`src/rtl/uart_rx_deframer.sv`:
```
// rtl/uart_rx_deframer.sv - 8N1 UART receiver with midpoint sampling, valid/ready output
// Flags framing errors (stop bit low) and overruns (byte completed while output is held).
module uart_rx_deframer #(
  parameter int CLKS_PER_BIT = 16
) (
  input  logic       clk,
  input  logic       rst_n,
  input  logic       rx,
  output logic [7:0] dout,
  output logic       valid,
  input  logic       ready,
  output logic       frame_err,
  output logic       overrun,
  output logic       busy
);

  localparam int HALF = CLKS_PER_BIT / 2;
  localparam int CW   = $clog2(CLKS_PER_BIT);

  typedef enum logic [1:0] {IDLE, START, DATA, STOP} state_t;

  state_t          state, state_next;
  logic            rx_meta, rx_s, rx_prev;
  logic [CW-1:0]   cnt, cnt_next;
  logic [2:0]      bit_idx, bit_idx_next;
  logic [7:0]      shreg, shreg_next;
  logic            good_stop, bad_stop;
  logic            tick_half, tick_bit;

  assign tick_half = (cnt == CW'(HALF - 1));
  assign tick_bit  = (cnt == CW'(CLKS_PER_BIT - 1));
  assign busy      = (state != IDLE);

  always_ff @(posedge clk or negedge rst_n) begin
    if (!rst_n) begin
      rx_meta <= 1'b1;
      rx_s    <= 1'b1;
      rx_prev <= 1'b1;
      state   <= IDLE;
      cnt     <= '0;
      bit_idx <= '0;
      shreg   <= '0;
    end else begin
      rx_meta <= rx;
      rx_s    <= rx_meta;
      rx_prev <= rx_s;
      state   <= state_next;
      cnt     <= cnt_next;
      bit_idx <= bit_idx_next;
      shreg   <= shreg_next;
    end
  end

  always_comb begin
    state_next   = state;
    cnt_next     = cnt + CW'(1);
    bit_idx_next = bit_idx;
    shreg_next   = shreg;
    good_stop    = 1'b0;
    bad_stop     = 1'b0;
    case (state)
      IDLE: begin
        cnt_next = '0;
        // Only a fresh 1->0 edge starts a frame, so a held-low line never retriggers.
        if (rx_prev && !rx_s) state_next = START;
      end
      START: begin
        if (tick_half) begin
          cnt_next     = '0;
          bit_idx_next = '0;
          state_next   = rx_s ? IDLE : DATA;
        end
      end
      DATA: begin
        if (tick_bit) begin
          cnt_next   = '0;
          shreg_next = {rx_s, shreg[7:1]};
          if (bit_idx == 3'd7) state_next = STOP;
          else                 bit_idx_next = bit_idx + 3'd1;
        end
      end
      STOP: begin
        if (tick_bit) begin
          cnt_next   = '0;
          state_next = IDLE;
          good_stop  = rx_s;
          bad_stop   = !rx_s;
        end
      end
      default: state_next = IDLE;
    endcase
  end

  always_ff @(posedge clk or negedge rst_n) begin
    if (!rst_n) begin
      dout      <= 8'h00;
      valid     <= 1'b0;
      frame_err <= 1'b0;
      overrun   <= 1'b0;
    end else begin
      frame_err <= bad_stop;
      overrun   <= good_stop && valid && !ready;
      if (good_stop && (!valid || ready)) begin
        dout  <= shreg;
        valid <= 1'b1;
      end else if (valid && ready) begin
        valid <= 1'b0;
      end
    end
  end

endmodule

```
`config.mk`:
```
export PLATFORM = sky130hd
export DESIGN_NAME = uart_rx_deframer
export DESIGN_NICKNAME = d
export VERILOG_FILES = /design/src/rtl/uart_rx_deframer.sv
export SDC_FILE = /design/constraint.sdc
export NUM_CORES = 1
export LEC_CHECK = 0
export ABC_AREA = 1
export CORE_UTILIZATION = 35
export DETAILED_ROUTE_END_ITERATION = 10
export PLACE_DENSITY = 0.59
export SETUP_SLACK_MARGIN = 0.15
export SYNTH_ARGS = -nofsm -noshare
export SYNTH_HDL_FRONTEND = slang
export SYNTH_SLANG_ARGS = --single-unit
```
`constraint.sdc`:
```
create_clock -name clk -period 1.6 [get_ports clk]
set_input_delay 0.32 -clock clk [delete_from_list [all_inputs] [get_ports clk]]
set_output_delay 0.32 -clock clk [all_outputs]
set_load 0.03 [all_outputs]
```
# After elaboration in Yosys (flattened, before gate mapping)
# Index checks and enable logic that the tools add are counted.
[totals]
output_inout_bits = 12
elab_cells = 62
in_bits = 4
regBits = 31
[classes]
add_sub_neg = 2
n_reduce_logical = 17
n_mux = 20
n_eq_ne = 12
[op_table]
columns = ["op", "n"]
rows = [
  ["$mux 2", 6],
  ["$ne 2x2->1 const B", 6],
  ["$pmux 4 s3", 1],
  ["$mux 3", 3],
  ["$mux 4", 2],
  ["$pmux 2 s4", 1],
  ["$mux 1", 6],
  ["$pmux 3 s2", 1],
  ["$reduce_bool 2->1", 3],
  ["$logic_and 1x1->1", 5],
  ["$reduce_and 5->1", 1],
  ["$add 4x1->4 const B", 1],
  ["$eq 2x2->1 const B", 2],
  ["$eq 4x3->1 const B", 1],
  ["$eq 4x4->1 const B", 1],
  ["$reduce_and 4->1", 1],
  ["$add 3x1->3 const B", 1],
  ["$eq 3x3->1 const B", 1],
  ["$logic_not 1->1", 3],
  ["$eq 2x1->1 const B", 1],
  ["$logic_not 2->1", 1],
  ["$reduce_and 2->1", 1],
  ["$reduce_or 2->1", 1],
  ["$logic_or 1x1->1", 1],
]

# Longest topological paths before layout
[logic_depth]
ltp_word = 5
depth_mapped = 9
depth_no_buf = 9

# Least setup slack after synthesis
# No wires, ideal clock.
[synth_path]
path_kind = "register to register"
from = "register cnt[0]"
to = "register shreg[5]"
setup_slack_ns = 0.251
t_arrival_ns = 1.222
n_path_buf = 1
required_ns = 1.474
path_stages_with_launch = 6
synth_period_minus_slack_ns = 1.349
setup_ns = 0.126
path_cell_list = "dfrtp_1 ha_1 nand3_4 nor3_4 buf_6 o21ai_0"
[synth_via]
elab_chain_len = 2
[synth_lines]
columns = ["element", "line", "rtl"]
rows = [
  ["from (decl)", "24", "logic [CW-1:0] cnt, cnt_next;"],
  ["from (signal assigned)", "48", "cnt <= cnt_next;"],
  ["$eq 4x4->1", "31", "assign tick_bit = (cnt == CW'(CLKS_PER_BIT - 1));"],
  ["$reduce_and 2->1 (no line)", "--", ""],
  ["to (signal assigned)", "50", "shreg <= shreg_next;"],
  ["to (decl)", "26", "logic [7:0] shreg, shreg_next;"],
]
# No other way between the ends.
# A chain may end at the register's enable or synchronous reset.

# Final worst setup path
[layout_path]
from = "register cnt[1]"
to = "register shreg[3]"
# Same word-level chain as after synthesis.

==> results.sh <==
export IMPL_fill_cells=358
export IMPL_r2r_slack_ns=0.20
export IMPL_setup_tns_ns=0
export IMPL_vias=985
export IMPL_outcome="complete, no violations"
export IMPL_drive_gt1_share_pct=26.9
export IMPL_ys_ff_latch=31
export IMPL_p_leak_nw=0.887
export IMPL_synth_most_common_cell="nand2_1"
export IMPL_coreArea_mm2=0.00366
export IMPL_dp_hpwl_um=1710
export IMPL_grt_pass1_vias=932
export IMPL_synth_common_cells="nand2_1 (38), dfrtp_1 (28), inv_1 (17), o21ai_0 (10), o21ai_2 (10)"
export IMPL_synth_top_area_share_pct=52.4
export IMPL_cts_clk_slew_worst_paths_ns=0.06
export IMPL_worstPathMaxFanout=8
export IMPL_detail_route_iter0_violations=7
export IMPL_gr_usage_all_layers_pct=14.3
export IMPL_drv_slew=0
export IMPL_crit_type="reg -> reg"
export IMPL_grt_max_degree=32
export IMPL_initial_core_util_pct=36.5
export IMPL_die_h_um=63.8
export IMPL_htreeDepth=2
export IMPL_syn_num_nets=143
export IMPL_fin_crit_ns=1.40
export IMPL_dp_cells=204
export IMPL_vdd_drop_max_uv=611
export IMPL_final_nets=177
export IMPL_slowest_delay_ns=0.39
export IMPL_fin_crit_sh_pct=87.3
export IMPL_hold_viol=0
export IMPL_die_w_um=63.8
export IMPL_finClkSkew_ns=0.00488
export IMPL_dieArea_mm2=0.00407
export IMPL_diodes=0
export IMPL_maxCapViolCount=0
export IMPL_avgRoutedWirePerCell_um=11.3
export IMPL_r2r_end="shreg[3]"
export IMPL_cellPowerDensity_mw_per_mm2=1040
export IMPL_ys_async_sr_fraction_pct=100
export IMPL_drc=0
export IMPL_insertion_delay_ns=0.28
export IMPL_avgSynthCellArea_um2=9.83
export IMPL_setup_ws_ns=0.203
export IMPL_rows=22
export IMPL_yosysUniqueCellTypes=19
export IMPL_grt_overflow=0
export IMPL_start_kind="flop"
export IMPL_rsz0062_at_grt="true"
export IMPL_synth_largest_area_cell="dfrtp_1"
export IMPL_synth_edf_count=0
export IMPL_ys_flop_type="dfrtp_1"
export IMPL_port_buffers=15
export IMPL_r2r_worst_path_cells=7
export IMPL_synthCells=136
export IMPL_antenna_found_initial=0
export IMPL_required_ns=1.77
export IMPL_cts_hold_fix_buffers=0
export IMPL_path_common_cell="buf_6"
export IMPL_dr_pass1_iters=4
export IMPL_gp_congestion=0.811
export IMPL_end_kind="flop"
export IMPL_setup_violations=0
export IMPL_hold_path_class="reg -> reg"
export IMPL_synthTopCellsByArea="dfrtp_1 (52%), nand2_1 (11%), o21ai_2 (6.6%)"
export IMPL_slew_headroom_pct=79.7
export IMPL_slowest_stage="dfrtp_1"
export IMPL_cp_cell_sequence="ha_4 -> nand3_4 -> buf_6 -> nor3_4 -> buf_6 -> buf_4 -> o21ai_2"
export IMPL_fin_cells=219
export IMPL_crit_start="cnt[1]"
export IMPL_yosysWarnings=0
export IMPL_ant_nets=0
export IMPL_synth_area_mm2=0.00134
export IMPL_clkSinkCount=31
export IMPL_ioPinCount=16
export IMPL_max_freq_mhz=716
export IMPL_arrival_ns=1.57
export IMPL_cts_tree="built"
export IMPL_clockBufferDepth=2
export IMPL_syn2layout_area_growth_pct=30.9
export IMPL_hold_path_depth=0
export IMPL_numCtsBuffers=5
export IMPL_clockRootBuffer="clkbuf_8"
export IMPL_rr_startpoint="cnt[1]"
export IMPL_dp_worst_setup_slack_ns=0.0322
export IMPL_worst_pin_slew_ns=0.306
export IMPL_grt_first_pass_wirelength_um=4340
export IMPL_viasPerCell=4.50
export IMPL_endpoint="shreg[3]"
export IMPL_finalWirelength_um=2480
export IMPL_seq_area_frac_synth_pct=58.3
## cells in the final DEF (no fill, tap or decap), drive strengths merged, types with 2 or more instances in the layout
cell            n
nand2          43
dfrtp          28
o21ai          20
inv            18
buf            14
dlygate4sd2    11
clkbuf          8
nor2            7
nand3           6
clkdlybuf4s50   3
dfstp           3
nor3            3
ha              3
a21oi           2
## how the worst min path moves through the flow
stage | start | to | slack [ns]
floorplan | rst_n | async pin | 0.02
global placement | rx_meta | rx_s | 0.35
detailed placement | rx_meta | rx_s | 0.35
CTS | rx_meta | rx_s | 0.36
global route | rx_meta | rx_s | 0.36
finish | rx_meta | rx_s | 0.36
## final cells by class
type	instances	area, um^2	area share, %
clock buffers	7	76.3	4.36
clock inverters	1	5.00	0.286
inverters	18	67.6	3.86
multi-input cells	85	500	28.6
flip-flops and latches	31	779	44.6
well taps	48	60.1	3.43
repair buffers	29	260	14.9
## sequential cells by signal (all words and copies together) (netlist names), named ones only
signal	count
frame_err	1
rx_prev	1
rx_meta	1
rx_s	1
bit_idx	3
shreg	8
cnt	4
state	1
valid	1
dout	8
overrun	1
## routing by layer
metal / wire [um] / track usage (%) / vias to the layer above
met5: 0 / 0 / -
met3: 84 / 5.18 / 6
met4: 51 / 7.67 / 0
met1: 1080 / 17.3 / 472
met2: 1260 / 21.9 / 11
li1: - / - / 496
## where the power goes
group / switching [mW] / internal, mW / leakage (nW) / total [mW]
Combinational: 0.207 / 0.162 / 0.426 / 0.369
Sequential: 0.0418 / 0.833 / 0.419 / 0.875
Clock: 0.266 / 0.304 / 0.0422 / 0.571
Total: 0.516 / 1.30 / 0.887 / 1.81
## kinds of logic (layout without fill, tap and decap cells)
| family | count (synthesis) | after routing | synth area share, % |
|---|---|---|---|
| and+or+nand+nor | 59 | 60 | 20.5 |
| DFF | 31 | 31 | 58.3 |
| AOI/OAI and AO/OA | 22 | 22 | 11.0 |
| buffers and inverters | 21 | 55 | 7.30 |
| adders and majority gates | 3 | 3 | 2.81 |
## worst max-delay path, delay by kind of cell (launching register included)
family | cells | cell delay, ns
compound gates | 1 | 0.04
buf+inv | 3 | 0.41
flops | 1 | 0.39
simple gates | 2 | 0.27
fa+ha+maj | 1 | 0.18
## through the flow
| stage | hold WS, ns | util, % | instance area, um^2 | total power [mW] |
|---|---|---|---|---|
| CTS | 0.359 | 46.0 | 1680 | 1.80 |
| detailed placement | 0.350 | 43.4 | 1590 | 1.19 |
| global placement | 0.348 | 43.4 | 1590 | 1.18 |
| global route | 0.360 | 47.8 | 1750 | 1.93 |
| floorplan | 0.0244 | - | 1340 | 1.08 |
| finish | 0.356 | 47.8 | 1750 | 1.81 |
## repair_timing
item | 4_1_cts | 5_1_grt
buffers inserted | 1 | 5
setup endpoints to repair | 28 | 17
pin swaps | 0 | 2
resized for setup | 17 | 8
cloned | 0 | 1
Note: power is estimated with default switching activity, not from simulation.
